### src/rtl/spm_seq_ctrl.sv
`default_nettype none
// ============================================================================
// Module   : spm_seq_ctrl
// Purpose  : Sequencer for a serial-parallel multiplier (spm) CSA array.
//            Accepts an operand pair, clears the array, streams the
//            multiplier LSB first, collects the serial product bits and
//            presents the 2*WIDTH-bit product on a valid/ready port.
// Ports    : clk, rst           - clock, synchronous active-high reset
//            in_valid/in_ready  - operand handshake (in_x, in_y)
//            spm_x/spm_y/spm_clr- parallel operand, serial bit, array clear
//            spm_p              - serial product bit from the array
//            out_valid/out_ready- result handshake (out_p)
// Revision : 1.0 - initial release
// ============================================================================
module spm_seq_ctrl #(
  parameter int WIDTH   = 32,
  parameter int SPM_LAT = 1,
  parameter bit SIGNED  = 1'b0
) (
  input  logic               clk,
  input  logic               rst,
  input  logic               in_valid,
  output logic               in_ready,
  input  logic [WIDTH-1:0]   in_x,
  input  logic [WIDTH-1:0]   in_y,
  output logic [WIDTH-1:0]   spm_x,
  output logic               spm_y,
  output logic               spm_clr,
  input  logic               spm_p,
  output logic               out_valid,
  input  logic               out_ready,
  output logic [2*WIDTH-1:0] out_p
);

  localparam int c_RUN_LEN = 2*WIDTH + SPM_LAT;
  localparam int c_CNT_W   = $clog2(c_RUN_LEN + 1);
  localparam logic [c_CNT_W-1:0] c_CNT_LAST = c_CNT_W'(c_RUN_LEN - 1);
  localparam logic [c_CNT_W-1:0] c_CNT_LAT  = c_CNT_W'(SPM_LAT);
  localparam logic [c_CNT_W-1:0] c_CNT_ONE  = c_CNT_W'(1);

  typedef enum logic [1:0] {
    S_IDLE  = 2'd0,
    S_CLEAR = 2'd1,
    S_RUN   = 2'd2,
    S_DONE  = 2'd3
  } state_t;

  state_t               r_state;
  state_t               w_state_nxt;
  logic [c_CNT_W-1:0]   r_cnt;
  logic [WIDTH-1:0]     r_x;
  logic [WIDTH-1:0]     r_y;
  logic                 r_pad;
  logic [2*WIDTH-1:0]   r_p;
  logic                 w_run_last;
  logic                 w_capture;

  assign w_run_last = (r_cnt == c_CNT_LAST);
  // The first SPM_LAT run cycles only fill the array pipeline.
  assign w_capture  = (r_cnt >= c_CNT_LAT);

  assign spm_x = r_x;
  assign out_p = r_p;

  always_comb begin
    w_state_nxt = r_state;
    in_ready    = 1'b0;
    out_valid   = 1'b0;
    spm_clr     = rst;
    spm_y       = 1'b0;
    case (r_state)
      S_IDLE: begin
        in_ready = 1'b1;
        if (in_valid) begin
          w_state_nxt = S_CLEAR;
        end
      end
      S_CLEAR: begin
        spm_clr     = 1'b1;
        w_state_nxt = S_RUN;
      end
      S_RUN: begin
        // r_y shifts right each run cycle with the pad bit entering the top,
        // so bit 0 is y[k] for k<WIDTH and the pad bit afterwards.
        spm_y = r_y[0];
        if (w_run_last) begin
          w_state_nxt = S_DONE;
        end
      end
      S_DONE: begin
        // A result pending when rst arrives is never offered.
        out_valid = ~rst;
        if (out_ready) begin
          w_state_nxt = S_IDLE;
        end
      end
      default: w_state_nxt = S_IDLE;
    endcase
  end

  always_ff @(posedge clk) begin
    if (rst) begin
      r_state <= S_IDLE;
      r_cnt   <= '0;
      r_x     <= '0;
      r_y     <= '0;
      r_pad   <= 1'b0;
      r_p     <= '0;
    end else begin
      r_state <= w_state_nxt;
      case (r_state)
        S_IDLE: begin
          if (in_valid) begin
            r_x   <= in_x;
            r_y   <= in_y;
            r_pad <= SIGNED ? in_y[WIDTH-1] : 1'b0;
          end
        end
        S_CLEAR: begin
          r_cnt <= '0;
          r_p   <= '0;
        end
        S_RUN: begin
          r_y <= {r_pad, r_y[WIDTH-1:1]};
          // LSB-first product bits enter at the top; after 2*WIDTH
          // captures product bit 0 has reached out_p[0].
          if (w_capture) begin
            r_p <= {spm_p, r_p[2*WIDTH-1:1]};
          end
          // Counter stops at the terminal count; it never wraps.
          if (!w_run_last) begin
            r_cnt <= r_cnt + c_CNT_ONE;
          end
        end
        default: ;
      endcase
    end
  end

endmodule
`default_nettype wire

### config.mk
export PLATFORM = sky130hd
export DESIGN_NAME = spm_seq_ctrl
export DESIGN_NICKNAME = d
export VERILOG_FILES = /design/src/rtl/spm_seq_ctrl.sv
export SDC_FILE = /design/constraint.sdc
export NUM_CORES = 1
export LEC_CHECK = 0
export CORE_ASPECT_RATIO = 1.25
export CORE_MARGIN = 2
export CORE_UTILIZATION = 25
export DETAILED_ROUTE_END_ITERATION = 6
export PLACE_DENSITY_LB_ADDON = 0.25
export SYNTH_ARGS = -nofsm -noshare
export SYNTH_HDL_FRONTEND = slang
export SYNTH_SLANG_ARGS = --single-unit
### constraint.sdc
create_clock -name clk -period 2.3 [get_ports clk]
set_input_delay 0.46 -clock clk [delete_from_list [all_inputs] [get_ports clk]]
set_output_delay 0.46 -clock clk [all_outputs]
set_load 0.01 [all_outputs]
Word level (Yosys, flattened, before mapping)
Index checks and enable logic that the tools add are counted.
- order comparisons: 1
- reduce and logical (&&, ||, !) cells: 8
- mux-type cells: 14
- eq/ne operators: 9
- add/subtract/negate cells: 1
- bitwise gates (word level): 1
- operators by type and width (operator ; number):
    $pmux 64 s2 ; 1
    $mux 64 ; 1
    $pmux 32 s2 ; 1
    $mux 32 ; 1
    $pmux 7 s2 ; 1
    $ne 2x2->1 const B ; 5
    $pmux 2 s4 ; 1
    $reduce_and 2->1 ; 4
    $add 7x1->7 const B ; 1
    $eq 7x7->1 const B ; 1
    $ge 7x1->1 const B ; 1
    $mux 7 ; 1
    $mux 2 ; 3
    $eq 2x2->1 const B ; 2
    $mux 1 ; 4
    $reduce_bool 2->1 ; 2
    $reduce_and 3->1 ; 1
    $eq 2x1->1 const B ; 1
    $logic_not 2->1 ; 1
    $not 1->1 ; 1
- output and inout port bits: 100
- word-level logic and storage cells: 39
- register bits: 137
- input bits: 69

Longest topological paths before layout
Gate-level depths: netlist (run 1).
- depth after elaboration: 3
- mapped depth: 7
- depth with buffers taken out: 6

Least setup slack after synthesis (run 1)
No wires, ideal clock.
- path type: register to output
- start point: reg r_state[0]
- end point: out spm_y
- cell stages (with the launch flop): 6
- data arrival time: 1437 ps
- setup slack: 403 ps
- buffers on the path: 2
- cells stage by stage: dfxtp_1 inv_1 ha_1 buf_2 buf_1 and2_1
- word-level cells in the longest chain between the ends: 2
- RTL lines (what ; RTL line ; text):
    start: declaration ; 48 ; state_t r_state;
    start signal: assignment ; 110 ; r_state <= w_state_nxt;
    $eq 2x2->1 ; 71 ; case (r_state)
    $mux 1 ; 71 ;
    end: declaration ; 27 ; output logic spm_y,
No other way between the ends.

Worst setup path in the final report (run 1)
- start point: reg r_state[1]
- end point: out spm_clr
- word-level cells in the longest chain between the ends: 2
- RTL lines (what ; RTL line ; text):
    $eq 2x1->1 ; 71 ;
    $mux 1 ; 71 ;
    end: declaration ; 28 ; output logic spm_clr,
No other way between the ends.

==> results of run 1 <==
[power by group through the flow]
| stage | sequential (uW) | combinational, uW | clock [uW] |
|---|---|---|---|
| 2_1_floorplan | 2950 | 1400 | 0 |
| 4_1_cts | 2900 | 2140 | 2760 |
| 3_3_place_gp | 2930 | 2090 | 0 |
| 6_report | 2890 | 2110 | 2690 |
| 3_5_place_dp | 2950 | 2140 | 0 |
| 5_1_grt | 2930 | 2350 | 2870 |
[critical path, cell delays in order (launching register included)]
cell and delay (ps):
dfxtp_1 380, inv_1 80, ha_1 230, or2_2 310, dlygate4sd2_1 290
[worst max path at each step]
stage / from / endpoint / slack [ps] / depth (start not counted)
detailed placement: r_cnt[1] / out_p[56] / 320 / 6
global route: r_state[0] / out_valid / 20 / 4
global placement: r_cnt[1] / out_p[40] / 370 / 7
floorplan: r_state[0] / spm_y / 400 / 5
CTS: r_state[0] / in_ready / 2 / 3
finish: r_state[1] / spm_clr / 130 / 4
[layout by cell type (no fill, tap or decap), types with 4 or more instances in the layout]
master,n
clkbuf_16,17
mux2i_1,32
buf_4,10
a22o_1,10
ha_1,5
a21oi_1,37
a22o_2,54
a211oi_1,31
nor2_1,38
nand2_1,72
inv_6,4
or3_1,4
inv_1,6
o21ai_0,5
clkdlybuf4s50_1,165
dfxtp_1,137
[metrics by stage]
| step | setup slack [ps] | power, uW | utilization |
|---|---|---|---|
| 4_1_cts | 1.81 | 7800 | 0.381 |
| 2_1_floorplan | 403 | 4360 | - |
| 3_5_place_dp | 317 | 5090 | 0.351 |
| 3_3_place_gp | 366 | 5010 | 0.351 |
| 5_1_grt | 22.0 | 8160 | 0.381 |
| 6_report | 132 | 7700 | 0.381 |
[per-layer routing]
layer	vias up	wire length, um	GRT usage
met5	-	0	0
met4	0	217	0.0504
met3	15	706	0.0361
met1	2040	6290	0.152
met2	140	6160	0.198
li1	2124	-	-
[sequential cells by signal, summed over array words and instances (netlist names)]
| register | cells |
|---|---|
| spm_x | 32 |
| out_p | 64 |
| r_state | 2 |
| r_y | 32 |
| r_cnt | 7 |
[final cells by class]
class | instances | area (um^2) | share of cell area
clock buffers | 20 | 447 | 0.0583
clock inverters | 12 | 140 | 0.0183
multi-input cells | 317 | 2150 | 0.281
inverters | 6 | 22.5 | 0.00294
flip-flops and latches | 137 | 2740 | 0.358
repair buffers | 181 | 1810 | 0.237
well taps | 270 | 338 | 0.0441
[logic make-up (layout without fill, tap and decap cells)]
kind of cell,after synthesis,after routing,synth area share
DFF,137,137,0.535
AOI/OAI and AO/OA,148,148,0.228
adders and majority gates,7,7,0.0171
and+or+nand+nor,130,130,0.108
buffers and inverters,43,219,0.0484
muxes,32,32,0.0625
[what timing repair did]
| item | CTS | global route |
|---|---|---|
| pin swaps | 0 | 0 |
| gates resized for setup | 1 | 2 |
| hold buffers | 0 | 0 |
| endpoints found under the hold margin | 0 | 0 |
| endpoints found under the setup margin | 1 | 2 |
==> results_dict.tcl, run 1 <==
set metrics [dict create \
    status "finished, final reports clean" \
    critPathKind "flop to output port" \
    slew_headroom 0.722 \
    max_freq_mhz 461 \
    viasPerCell 4.58 \
    hold_viol_final 0 \
    drt_wl_total_um 13400 \
    grt_max_degree 65 \
    finClkSkew_ps 6.14 \
    vias 4319 \
    seq_power_share 0.376 \
    routedWlPerCell_um 14.2 \
    p_int_uw 5290 \
    grt_remaining_overflow 0 \
    min_path_cells 2 \
    drive_above_1_share 0.160 \
    synth_top_area_frac 0.535 \
    r2r-start "r_cnt[1]" \
    area_delta_synth_final_pct 49.5 \
    grt_pass1_wl_um 20900 \
    sw_frac_of_total 0.313 \
    dp_hpwl_um 9430 \
    gp_congestion 0.747 \
    die_h_um 164 \
    path_max_fanout 4 \
    synth_commonest_cells "dfxtp_1, nand2_1, a22o_2" \
    ant_nets 0 \
    synth_seq_cells 137 \
    drc_errors 0 \
    numCtsBuffers 17 \
    r2r_slack_ps 290 \
    setup_tns_ps 0 \
    cts_post_setup_buffers_inserted 0 \
    fill_cells 1991 \
    ys.flop_type "dfxtp_1" \
    r2r.worst_path.cells 6 \
    synth_top_area_cell "dfxtp_1" \
    p_clk_frac 0.350 \
    p_sw_uw 2410 \
    timing.final.crit_share 0.943 \
    dr.pass1.iters 4 \
    cts_tree "yes" \
    crit_required_ps 1840 \
    startpoint_type "flop" \
    placed_area_um2 7070 \
    start_util 0.255 \
    nets 736 \
    path_clk_slew_ps 60 \
    setup_viol 0 \
    clk_latency_ps 420 \
    reg2reg_to "out_p[17]" \
    grt_usage 0.122 \
    cts.sinks 137 \
    layout_min_cycle_time_ps 2170 \
    h-tree-depth 4 \
    ys_seq_area_frac 0.535 \
    cp-end-kind "output port" \
    leakagePower_uw 0.00276 \
    holdCritStartpoint "rst" \
    finish.instance_area_um2 7660 \
    fin_cells 943 \
    die-area_um2 21700 \
    cp_data_arrival_time_ps 1710 \
    cts_buffer_depth 2 \
    clock-root-buffer "clkbuf_16" \
    syn_area_um2 5120 \
    min_to "r_cnt[6]" \
    pwr_density_cell_nw_per_um2 1010 \
    placed_cells 911 \
    port_buffers 168 \
    synth_edf_count 0 \
    async_flop_share 0 \
    hp-class "input port to flop" \
    first_global_vias 4115 \
    drt-initial-drc-count 283 \
    ys_top_cells_by_area "dfxtp_1, a22o_2, mux2i_1" \
    max_cap_viol_count 0 \
    core_um2 20100 \
    synth_cell_types 37 \
    syn_inst 497 \
    ios 169 \
    synth_most_common_cell "dfxtp_1" \
    worstMarginPinSlew_ps 417 \
    irDropWorstVdd_mv 0.505 \
    grt_antenna_before_repair 0 \
    avgSynthCellArea_um2 10.3 \
    row_count 58 \
    synth_nets 573 \
    drv_slew 0 \
    yosys_warnings 0 \
    p_comb_frac 0.274 \
    hold-worst-slack_ps 383 \
    grt_setup_unrepaired "false" \
    n_antenna_cell 0 \
    die_x_um 132 \
]
(Power assumes the default switching activity.)
==> run 2: changes to the inputs <==
--- a/config.mk
+++ b/config.mk
@@ -5,10 +5,12 @@
 export SDC_FILE = /design/constraint.sdc
 export NUM_CORES = 1
 export LEC_CHECK = 0
+export ABC_AREA = 1
 export CORE_ASPECT_RATIO = 1.25
 export CORE_MARGIN = 2
 export CORE_UTILIZATION = 25
 export DETAILED_ROUTE_END_ITERATION = 6
+export HOLD_SLACK_MARGIN = 0.12
 export PLACE_DENSITY_LB_ADDON = 0.25
 export SYNTH_ARGS = -nofsm -noshare
 export SYNTH_HDL_FRONTEND = slang
==> results_dict.tcl, run 2 <==
set metrics [dict create \
    grt_pass1_wl_um 25100 \
    leakagePower_uw 0.00284 \
    ys_seq_area_frac 0.508 \
    grt_antenna_before_repair 0 \
    met2_usage 0.233 \
    drv_slew 0 \
    path_delay_family "buffers and inverters" \
    path_max_fanout 4 \
    cp.buffers_inverters 2 \
    dp_slack_ps 324 \
    drt_wl_total_um 15800 \
    irDropWorstVdd_mv 0.969 \
    yosys_warnings 0 \
    ios 169 \
    cts_post_setup_buffers_inserted 0 \
    dp_hpwl_um 10300 \
    placed_cells 1103 \
    ant_nets 0 \
    grt_remaining_overflow 0 \
    hp-class "input port to flop" \
    die_x_um 135 \
    max_cap_viol_count 0 \
    grt_max_degree 65 \
    dr.pass1.iters 4 \
    grt_setup_unrepaired "false" \
    row_count 60 \
    startpoint_type "flop" \
    gp_congestion 0.768 \
    vias 5211 \
    cts_buffer_depth 2 \
    mostFrequentLayoutCells "clkdlybuf4s50_1, nand3_1, dfxtp_1" \
    holdBufCountCts 0 \
    synth_top_area_cell "dfxtp_1" \
    syn_area_um2 5400 \
    hold_viol_final 0 \
    core_um2 21400 \
    area_delta_synth_final_pct 47.7 \
    h-tree-depth 4 \
    grt_use_met3 0.0289 \
    synth_cell_types 17 \
    synth_edf_count 0 \
    min_path_cells 2 \
    cpPeakStageDelay_ps 620 \
    async_flop_share 0 \
    die_h_um 168 \
    synth_nets 777 \
    n_antenna_cell 0 \
    syn_inst 701 \
    first_global_vias 4751 \
    synth_top_area_frac 0.508 \
    nets 919 \
    worstMarginPinSlew_ps 694 \
    cp-end-kind "output port" \
    synth_most_common_cell "nand3_1" \
    viasPerCell 4.59 \
    drt-initial-drc-count 323 \
    status "finished, final reports clean" \
    port_buffers 168 \
    cts_tree "yes" \
    ys.flop_type "dfxtp_1" \
    start_util 0.252 \
    synth_seq_cells 137 \
    slew_headroom 0.537 \
    drive_above_1_share 0.0654 \
    layout_min_cycle_time_ps 2240 \
    cts.sinks 137 \
    setup_viol 0 \
    timing.final.crit_share 0.975 \
    numCtsBuffers 17 \
    pwr_density_cell_nw_per_um2 1080 \
    setup_tns_ps 0 \
    routedWlPerCell_um 13.9 \
    final_common_cell "clkdlybuf4s50_1" \
    clk_latency_ps 420 \
    top_usage_layer "met2" \
    crit_chain "inv_1 -> ha_1 -> clkdlybuf4s50_1" \
    path_depth 3 \
    critPathKind "flop to output port" \
    fin_ws_ps 56.6 \
    clock-root-buffer "clkbuf_16" \
    crit_required_ps 1840 \
    die-area_um2 22800 \
    synth_commonest_cells "nand3_1, dfxtp_1, nand2_1" \
    largest_reg_flops 64 \
    avgSynthCellArea_um2 7.70 \
    drc_errors 0 \
    cp_data_arrival_time_ps 1780 \
    r2r.worst_path.cells 7 \
    finClkSkew_ps 15.3 \
    max_freq_mhz 446 \
    ys_top_cells_by_area "dfxtp_1, nand3_1, a21oi_1" \
    gr-usage-met1 0.170 \
    path_clk_slew_ps 60 \
    fin_cells 1135 \
    cpMaxStageDelayCell "clkdlybuf4s50_1" \
    grt_usage 0.137 \
]
## run 2: changes by cell type after synthesis, moves of 28 or more
cell / delta
nand3_1: +136
o21ai_0: +59
a22o_2: -54
nor2_1: +42
a21oi_1: +36
mux2i_1: -32
a211oi_1: -31
a31oi_1: +28
## run 2: worst register-to-register path: stages (launching register included)
cell and delay [ps]:
dfxtp_1 340, inv_1 130, ha_4 180, buf_4 450
o21ai_4 140, buf_12 230, nand3_1 130, a21oi_1 60
## run 2: routing by layer
layer	part of all wire	routed length (um)
met5	0	0
met2	0.51	8020
met3	0.034	536
met1	0.44	7000
met4	0.016	260
## run 2: cells by family (layout without fill, tap and decap cells)
kind of cell | after synthesis | after routing | synth area share
compound gates | 173 | 173 | 0.172
fa+ha+maj | 7 | 7 | 0.0162
buf+inv | 79 | 234 | 0.0577
flops | 137 | 137 | 0.508
simple gates | 305 | 305 | 0.246
## run 2: area by class of cell
cell class / instances / area, um^2
repair buffers: 183 / 1830
multi-input cells: 485 / 2360
fillers: 2262 / 13400
well taps: 279 / 349
flip-flops and latches: 137 / 2740
inverters: 19 / 71.3
clock buffers: 17 / 425
clock inverters: 15 / 198
## run 2: timing repair
action / 4_1_cts / 5_1_grt
setup endpoints to repair: 1 / 0
endpoints found under the hold margin: 0 / 0
resized for setup: 1 / 0
## run 2: final timing paths
path               end       start  slack, ps
min           r_cnt[1]         rst        320
min reg2reg    r_y[26]     r_y[27]        470
max reg2reg  out_p[13]  r_state[0]        510
max           in_ready  r_state[0]         60
## run 2: report_power, final
| part | internal (uW) | switching (uW) |
|---|---|---|
| sequential | 2760 | 197 |
| clock | 1820 | 1090 |
| combinational | 968 | 1780 |
| total | 5540 | 3070 |
## run 2: per-stage QoR
stage | hold WS, ps | instance area [um^2] | utilization | power (uW)
3_5_place_dp | 460 | 7350 | 0.343 | 5790
5_1_grt | 333 | 7970 | 0.372 | 9150
4_1_cts | 304 | 7970 | 0.372 | 8740
2_1_floorplan | 439 | 5400 | - | 4710
6_report | 320 | 7970 | 0.372 | 8610
3_3_place_gp | 452 | 7350 | 0.343 | 5780
==> run 3: changes to the inputs <==
--- a/config.mk
+++ b/config.mk
@@ -10,7 +10,6 @@
 export CORE_MARGIN = 2
 export CORE_UTILIZATION = 25
 export DETAILED_ROUTE_END_ITERATION = 6
-export HOLD_SLACK_MARGIN = 0.12
 export PLACE_DENSITY_LB_ADDON = 0.25
 export SYNTH_ARGS = -nofsm -noshare
 export SYNTH_HDL_FRONTEND = slang
==> results of run 3 <==
Final layout, timing and power as in run 2 (identical DEF).
